File: config.mk
export PLATFORM = sky130hd
export DESIGN_NAME = dds_sweep_ctrl
export DESIGN_NICKNAME = d
export VERILOG_FILES = /design/src/rtl/dds_ctrl_pkg.sv /design/src/rtl/dds_fcw_stepper.sv /design/src/rtl/dds_sweep_ctrl.sv
export SDC_FILE = /design/constraint.sdc
export NUM_CORES = 1
export LEC_CHECK = 0
export BUFFER_PORTS_ARGS = -buffer_cell sky130_fd_sc_hd__buf_2
export CELL_PAD_IN_SITES_DETAIL_PLACEMENT = 1
export CELL_PAD_IN_SITES_GLOBAL_PLACEMENT = 1
export CORE_MARGIN = 3
export CORE_UTILIZATION = 41
export DETAILED_ROUTE_END_ITERATION = 6
export GPL_TIMING_DRIVEN = 1
export PLACE_DENSITY_LB_ADDON = 0.1
export SLEW_MARGIN = 20
export SYNTH_ARGS = -nofsm -noshare
export SYNTH_HDL_FRONTEND = slang
export SYNTH_SLANG_ARGS = --single-unit
File: constraint.sdc
create_clock -name clk -period 6.2 [get_ports clk]
set_input_delay 1.55 -clock clk [delete_from_list [all_inputs] [get_ports clk]]
set_output_delay 1.55 -clock clk [all_outputs]
set_load 0.05 [all_outputs]
File: src/rtl/dds_ctrl_pkg.sv
// Shared types and constants for the DDS phase-accumulator sequencer.
package dds_ctrl_pkg;

  localparam int FCW_W        = 32;
  localparam int PIPE_LAT_DEF = 9;

  typedef enum logic [1:0] {
    IDLE,
    LOAD,
    FILL,
    RUN
  } state_t;

endpackage

File: src/rtl/dds_fcw_stepper.sv
// Sweep stepper: dwell counter plus 33-bit add/compare with clamp-or-wrap at the stop word.
module dds_fcw_stepper
  import dds_ctrl_pkg::*;
#(
  parameter int DWELL_W = 16
) (
  input  logic               clk,
  input  logic               reset,
  input  logic               run,
  input  logic               loop,
  input  logic [FCW_W-1:0]   cur_fcw,
  input  logic [FCW_W-1:0]   start_fcw,
  input  logic [FCW_W-1:0]   step_fcw,
  input  logic [FCW_W-1:0]   stop_fcw,
  input  logic [DWELL_W-1:0] dwell,
  output logic               fcw_load,
  output logic [FCW_W-1:0]   fcw_next,
  output logic               done
);

  logic [DWELL_W-1:0] dwell_cnt;
  logic [DWELL_W-1:0] dwell_last;
  logic               halted;
  logic               terminal;
  logic [FCW_W:0]     sum;
  logic               over;
  logic               hit;

  // The carry bit keeps a wrapped 32-bit sum from looking smaller than stop.
  always_comb begin
    dwell_last = (dwell == '0) ? '0 : dwell - DWELL_W'(1);
    terminal   = (dwell_cnt == dwell_last);
    sum        = {1'b0, cur_fcw} + {1'b0, step_fcw};
    over       = sum[FCW_W] || (sum[FCW_W-1:0] > stop_fcw);
    hit        = !sum[FCW_W] && (sum[FCW_W-1:0] == stop_fcw);
    fcw_load   = run && terminal && !halted;
    done       = fcw_load && (over || hit);
    fcw_next   = over ? (loop ? start_fcw : stop_fcw) : sum[FCW_W-1:0];
  end

  // Once a non-looping sweep (or a zero step) has reported done, the word is frozen.
  always_ff @(posedge clk) begin
    if (reset || !run) begin
      dwell_cnt <= '0;
      halted    <= 1'b0;
    end else if (terminal) begin
      dwell_cnt <= '0;
      if (done && (!loop || step_fcw == '0)) halted <= 1'b1;
    end else begin
      dwell_cnt <= dwell_cnt + DWELL_W'(1);
    end
  end

endmodule

File: src/rtl/dds_sweep_ctrl.sv
// Configuration handshake and LOAD/FILL/RUN sequencing for the pipelined DDS phase accumulator.
module dds_sweep_ctrl
  import dds_ctrl_pkg::*;
#(
  parameter int PIPE_LAT = PIPE_LAT_DEF,
  parameter int DWELL_W  = 16
) (
  input  logic               clk,
  input  logic               reset,
  input  logic               cfg_valid,
  output logic               cfg_ready,
  input  logic               cfg_sweep,
  input  logic               cfg_loop,
  input  logic [FCW_W-1:0]   cfg_init,
  input  logic [FCW_W-1:0]   cfg_fcw_start,
  input  logic [FCW_W-1:0]   cfg_fcw_step,
  input  logic [FCW_W-1:0]   cfg_fcw_stop,
  input  logic [DWELL_W-1:0] cfg_dwell,
  input  logic               stop,
  output logic               pa_reset,
  output logic [FCW_W-1:0]   pa_init,
  output logic [FCW_W-1:0]   pa_fcw,
  output logic               phase_valid,
  output logic               sweep_done,
  output logic               busy
);

  localparam int CNT_W = $clog2(PIPE_LAT + 1);

  state_t             state;
  logic [CNT_W-1:0]   fill_cnt;
  logic               sweep_q;
  logic               loop_q;
  logic [FCW_W-1:0]   start_q;
  logic [FCW_W-1:0]   step_q;
  logic [FCW_W-1:0]   stop_q;
  logic [DWELL_W-1:0] dwell_q;

  logic               hs;
  logic               step_run;
  logic               step_load;
  logic               step_done;
  logic [FCW_W-1:0]   step_next;

  assign cfg_ready = ((state == IDLE) || (state == RUN)) && !stop;
  assign hs        = cfg_valid && cfg_ready;
  assign step_run  = (state == RUN) && sweep_q && !hs && !stop;

  dds_fcw_stepper #(
    .DWELL_W(DWELL_W)
  ) u_stepper (
    .clk      (clk),
    .reset    (reset),
    .run      (step_run),
    .loop     (loop_q),
    .cur_fcw  (pa_fcw),
    .start_fcw(start_q),
    .step_fcw (step_q),
    .stop_fcw (stop_q),
    .dwell    (dwell_q),
    .fcw_load (step_load),
    .fcw_next (step_next),
    .done     (step_done)
  );

  // NOTE: every register here is assigned with <= so all of them see the
  // pre-edge values; a blocking = would leak this cycle's update into later reads.
  always_ff @(posedge clk) begin
    if (reset) begin
      state       <= IDLE;
      fill_cnt    <= '0;
      sweep_q     <= 1'b0;
      loop_q      <= 1'b0;
      start_q     <= '0;
      step_q      <= '0;
      stop_q      <= '0;
      dwell_q     <= '0;
      pa_reset    <= 1'b1;
      pa_init     <= '0;
      pa_fcw      <= '0;
      phase_valid <= 1'b0;
      sweep_done  <= 1'b0;
      busy        <= 1'b0;
    end else begin
      sweep_done <= 1'b0;
      if (stop) begin
        // Abort keeps pa_init/pa_fcw so the last programmed word stays visible.
        state       <= IDLE;
        pa_reset    <= 1'b1;
        phase_valid <= 1'b0;
        busy        <= 1'b0;
      end else if (hs) begin
        sweep_q     <= cfg_sweep;
        loop_q      <= cfg_loop;
        start_q     <= cfg_fcw_start;
        step_q      <= cfg_fcw_step;
        stop_q      <= cfg_fcw_stop;
        dwell_q     <= cfg_dwell;
        pa_init     <= cfg_init;
        pa_fcw      <= cfg_fcw_start;
        pa_reset    <= 1'b1;
        phase_valid <= 1'b0;
        busy        <= 1'b1;
        state       <= LOAD;
      end else begin
        case (state)
          IDLE: begin
            pa_reset    <= 1'b1;
            phase_valid <= 1'b0;
            busy        <= 1'b0;
          end
          LOAD: begin
            pa_reset <= 1'b0;
            fill_cnt <= '0;
            state    <= FILL;
          end
          FILL: begin
            fill_cnt <= fill_cnt + CNT_W'(1);
            if (fill_cnt == CNT_W'(PIPE_LAT - 1)) begin
              phase_valid <= 1'b1;
              state       <= RUN;
            end
          end
          RUN: begin
            // The accumulator skew-aligns fcw internally, so no refill on steps.
            if (step_load) pa_fcw <= step_next;
            sweep_done <= step_done;
          end
          default: state <= IDLE;
        endcase
      end
    end
  end

endmodule

==> flow_summary.toml <==
[layout]
nets = 1928
drive_gt1_share_pct = 17.8
nFillCells = 3577
utilization_pct = 49.4
syn_to_final_growth_pct = 17.8

[yosys]
synth_area_mm2 = 0.0117
synth_nets = 1764
synth_area_leaders = "dfxtp_1, nand2_1, a21oi_1"
syn_inst = 1541
synth_commonest_cells = "nand2_1, dfxtp_1, a21oi_1"
synth_top_family_by_area = "simple AND/OR/NAND/NOR gates"
synth-edff-count = 0
yosysMostFrequentCell = "nand2_1"
yosys_warnings = 0
ys_types = 75
ys_ff_latch = 205
synth_ff_type = "dfxtp_1"
synth_compound_area_share_pct = 22.3
synth_mux_area_share_pct = 2.63
syn_area_per_cell_um2 = 7.60
ys_seq_area_share_pct = 35.0
synthAdderAreaFrac_pct = 7.86
synth_xor_area_share_pct = 3.74
yosys.area_share.simple_pct = 23.0
synth_top_area_share_pct = 35.0
synth-async-reset-ratio_pct = 0
yosysTopAreaCell = "dfxtp_1"

[worst_setup_path]
r2r_cells = 20
cp_max_fo = 27
endpoint_kind = "flop"
cp.arrival_ps = 6150
cp.required_ps = 6600
cp-start-kind = "flop"
critical_path_class = "reg -> reg"

[die]
initial_core_util_pct = 41.9
ioPinCount = 219
die_y_um = 175
core_area_mm2 = 0.0279
std_cell_rows = 61
die_w_um = 175
die-area_mm2 = 0.0306

[timing]
tns_ps = 0
rsz0062_at_grt = "no"
skew_ps = 10.1
relSlewSlack_pct = 31.1
worst_pin_slew_ps = 1030
fmax_mhz = 174
min_period_over_period_pct = 92.7
slew_violations = 0
hold_viol_final = 0
setup_violations = 0
layout_min_cycle_time_ps = 5750

[detailed_routing]
dr_wl_met3_um = 2720
drt-pass1-iter-count = 5
wire_per_inst_um = 19.2
drt_drc_violations_left = 0
routed_wl_um = 40400
drt_iter0_markers = 630
routedLengthMet1_um = 19000
maxUsedRoutingLayer = "met5"
via_count = 11500
via_per_inst = 5.50
wl_met2_um = 17800
ant_nets = 0

[clock_network]
cts-root-buf = "clkbuf_16"
cts_resized = 0
clk_path_buf_depth = 3
post-cts-setup-buffers = 0
cts_buffers = 24
ctsHoldBuffers = 0
cts.sinks = 205
cts.clk_slew.worst_paths_ps = 60
worstSkewPairLatency_ps = 540
cts_tree = "done"
h-tree-depth = 1

[run]
maxCapViolations = 0

[global_routing]
grt_max_degree = 87
grt_pass1_wl_um = 64000
grt_use_total_pct = 25.5
globalRouteOverflowTotal = 0
antenna_found_initial = 11
grt_pass1_vias = 11800

[hold_path]
hold_depth = 2
hold_class = "reg -> reg"

[power]
p_clk_share_pct = 38.6
power.switching_mw = 1.15
comb_power_share_pct = 22.4
p_sw_share_pct = 31.4
internal_power_mw = 2.52
p_per_area_mw_per_mm2 = 266
ir_drop_uv = 184
p_leak_nw = 5.67
pwr-share-seq_pct = 38.9

[place]
gp_congestion = 0.927
numPortBuffers = 218
dp_hpwl_um = 30200

[status]
status = "finished, final reports clean"
-- area by class of cell --
cell class	instances	area [um^2]	area share (%)
multi-input combinational	1185	6990	50.7
sequential	205	4110	29.8
timing repair buffer	236	1240	9.02
clock buffer	36	676	4.90
tap	378	473	3.43
inverter	53	199	1.44
clock inverter	5	103	0.744
antenna	1	2.50	0.0181
-- kinds of logic after synthesis --
kind of cell	count (synthesis)
AO/OA/AOI/OAI	423
XOR/XNOR	50
adder cells (fa/ha/maj)	73
buffers and inverters	151
flip-flops	205
multiplexers	30
AND/OR/NAND/NOR	609
-- critical path: stages, from the launching register on --
cell	delay [ps]
dfxtp_1	420
ha_1	280
a211oi_1	390
o21ai_1	160
buf_4	160
a2111oi_0	510
o21bai_1	310
a21boi_0	380
o21ai_0	180
xor2_1	200
ha_1	340
nand4_1	170
nor4bb_2	390
nand3_1	180
a21oi_1	190
o21ai_0	100
a221o_2	420
buf_12	220
mux2_2	290
mux2i_1	180
a211oi_1	120
-- path summary, 6_finish.rpt --
check              from         end  slack [ps]
max reg2reg   pa_fcw[1]   pa_fcw[5]         450
min reg2reg  pa_init[8]  pa_init[8]         450
min          pa_init[8]  pa_init[8]         450
max           pa_fcw[1]   pa_fcw[5]         450
-- power groups by stage --
stage / Combinational [mW] / Sequential, mW / Clock (mW)
after floorplan: 0.500 / 1.52 / 0
after global placement: 0.800 / 1.45 / 0
after detailed placement: 0.813 / 1.46 / 0
after CTS: 0.818 / 1.43 / 1.45
after global routing: 0.904 / 1.43 / 1.51
final: 0.822 / 1.43 / 1.42
-- flip-flops by register name, summed over array words and instances, names as in the netlist, 2 cells and up --
signal	count
dwell_q	16
pa_fcw	32
stop_q	32
step_q	32
u_stepper.dwell_cnt	16
pa_init	32
start_q	32
state	2
fill_cnt	4
-- stage by stage --
stage | setup slack [ps] | std cells | total power, mW | area [um^2] | hold WS (ps)
floorplan | 1090 | 1541 | 2.02 | 11700 | 433
global placement | 515 | 2057 | 2.25 | 13000 | 439
detailed placement | 323 | 2057 | 2.27 | 13000 | 445
CTS | 212 | 2098 | 3.69 | 13800 | 453
global route | 70.0 | 2098 | 3.85 | 13800 | 469
finish | 450 | 2099 | 3.67 | 13800 | 450
-- routing by layer --
| metal | vias to the layer above | track usage [%] |
|---|---|---|
| li1 | 5715 | - |
| met1 | 5467 | 35.0 |
| met2 | 286 | 40.8 |
| met3 | 60 | 6.65 |
| met4 | 18 | 4.85 |
| met5 | - | 0 |
-- cell usage in the layout, fill, tap and decap left out, types with 22 or more instances in the layout --
cell and count:
nand2_1 381, buf_2 217, dfxtp_1 204, a21oi_1 199
nor2_1 73, ha_1 72, o21ai_0 60, inv_1 53
a211oi_1 30, xnor2_1 27, nand3_1 26, mux2i_1 24
clkbuf_16 24, xor2_1 23, nor3_1 23, o211ai_1 22
No activity file was read; power rests on OpenSTA's default activity.
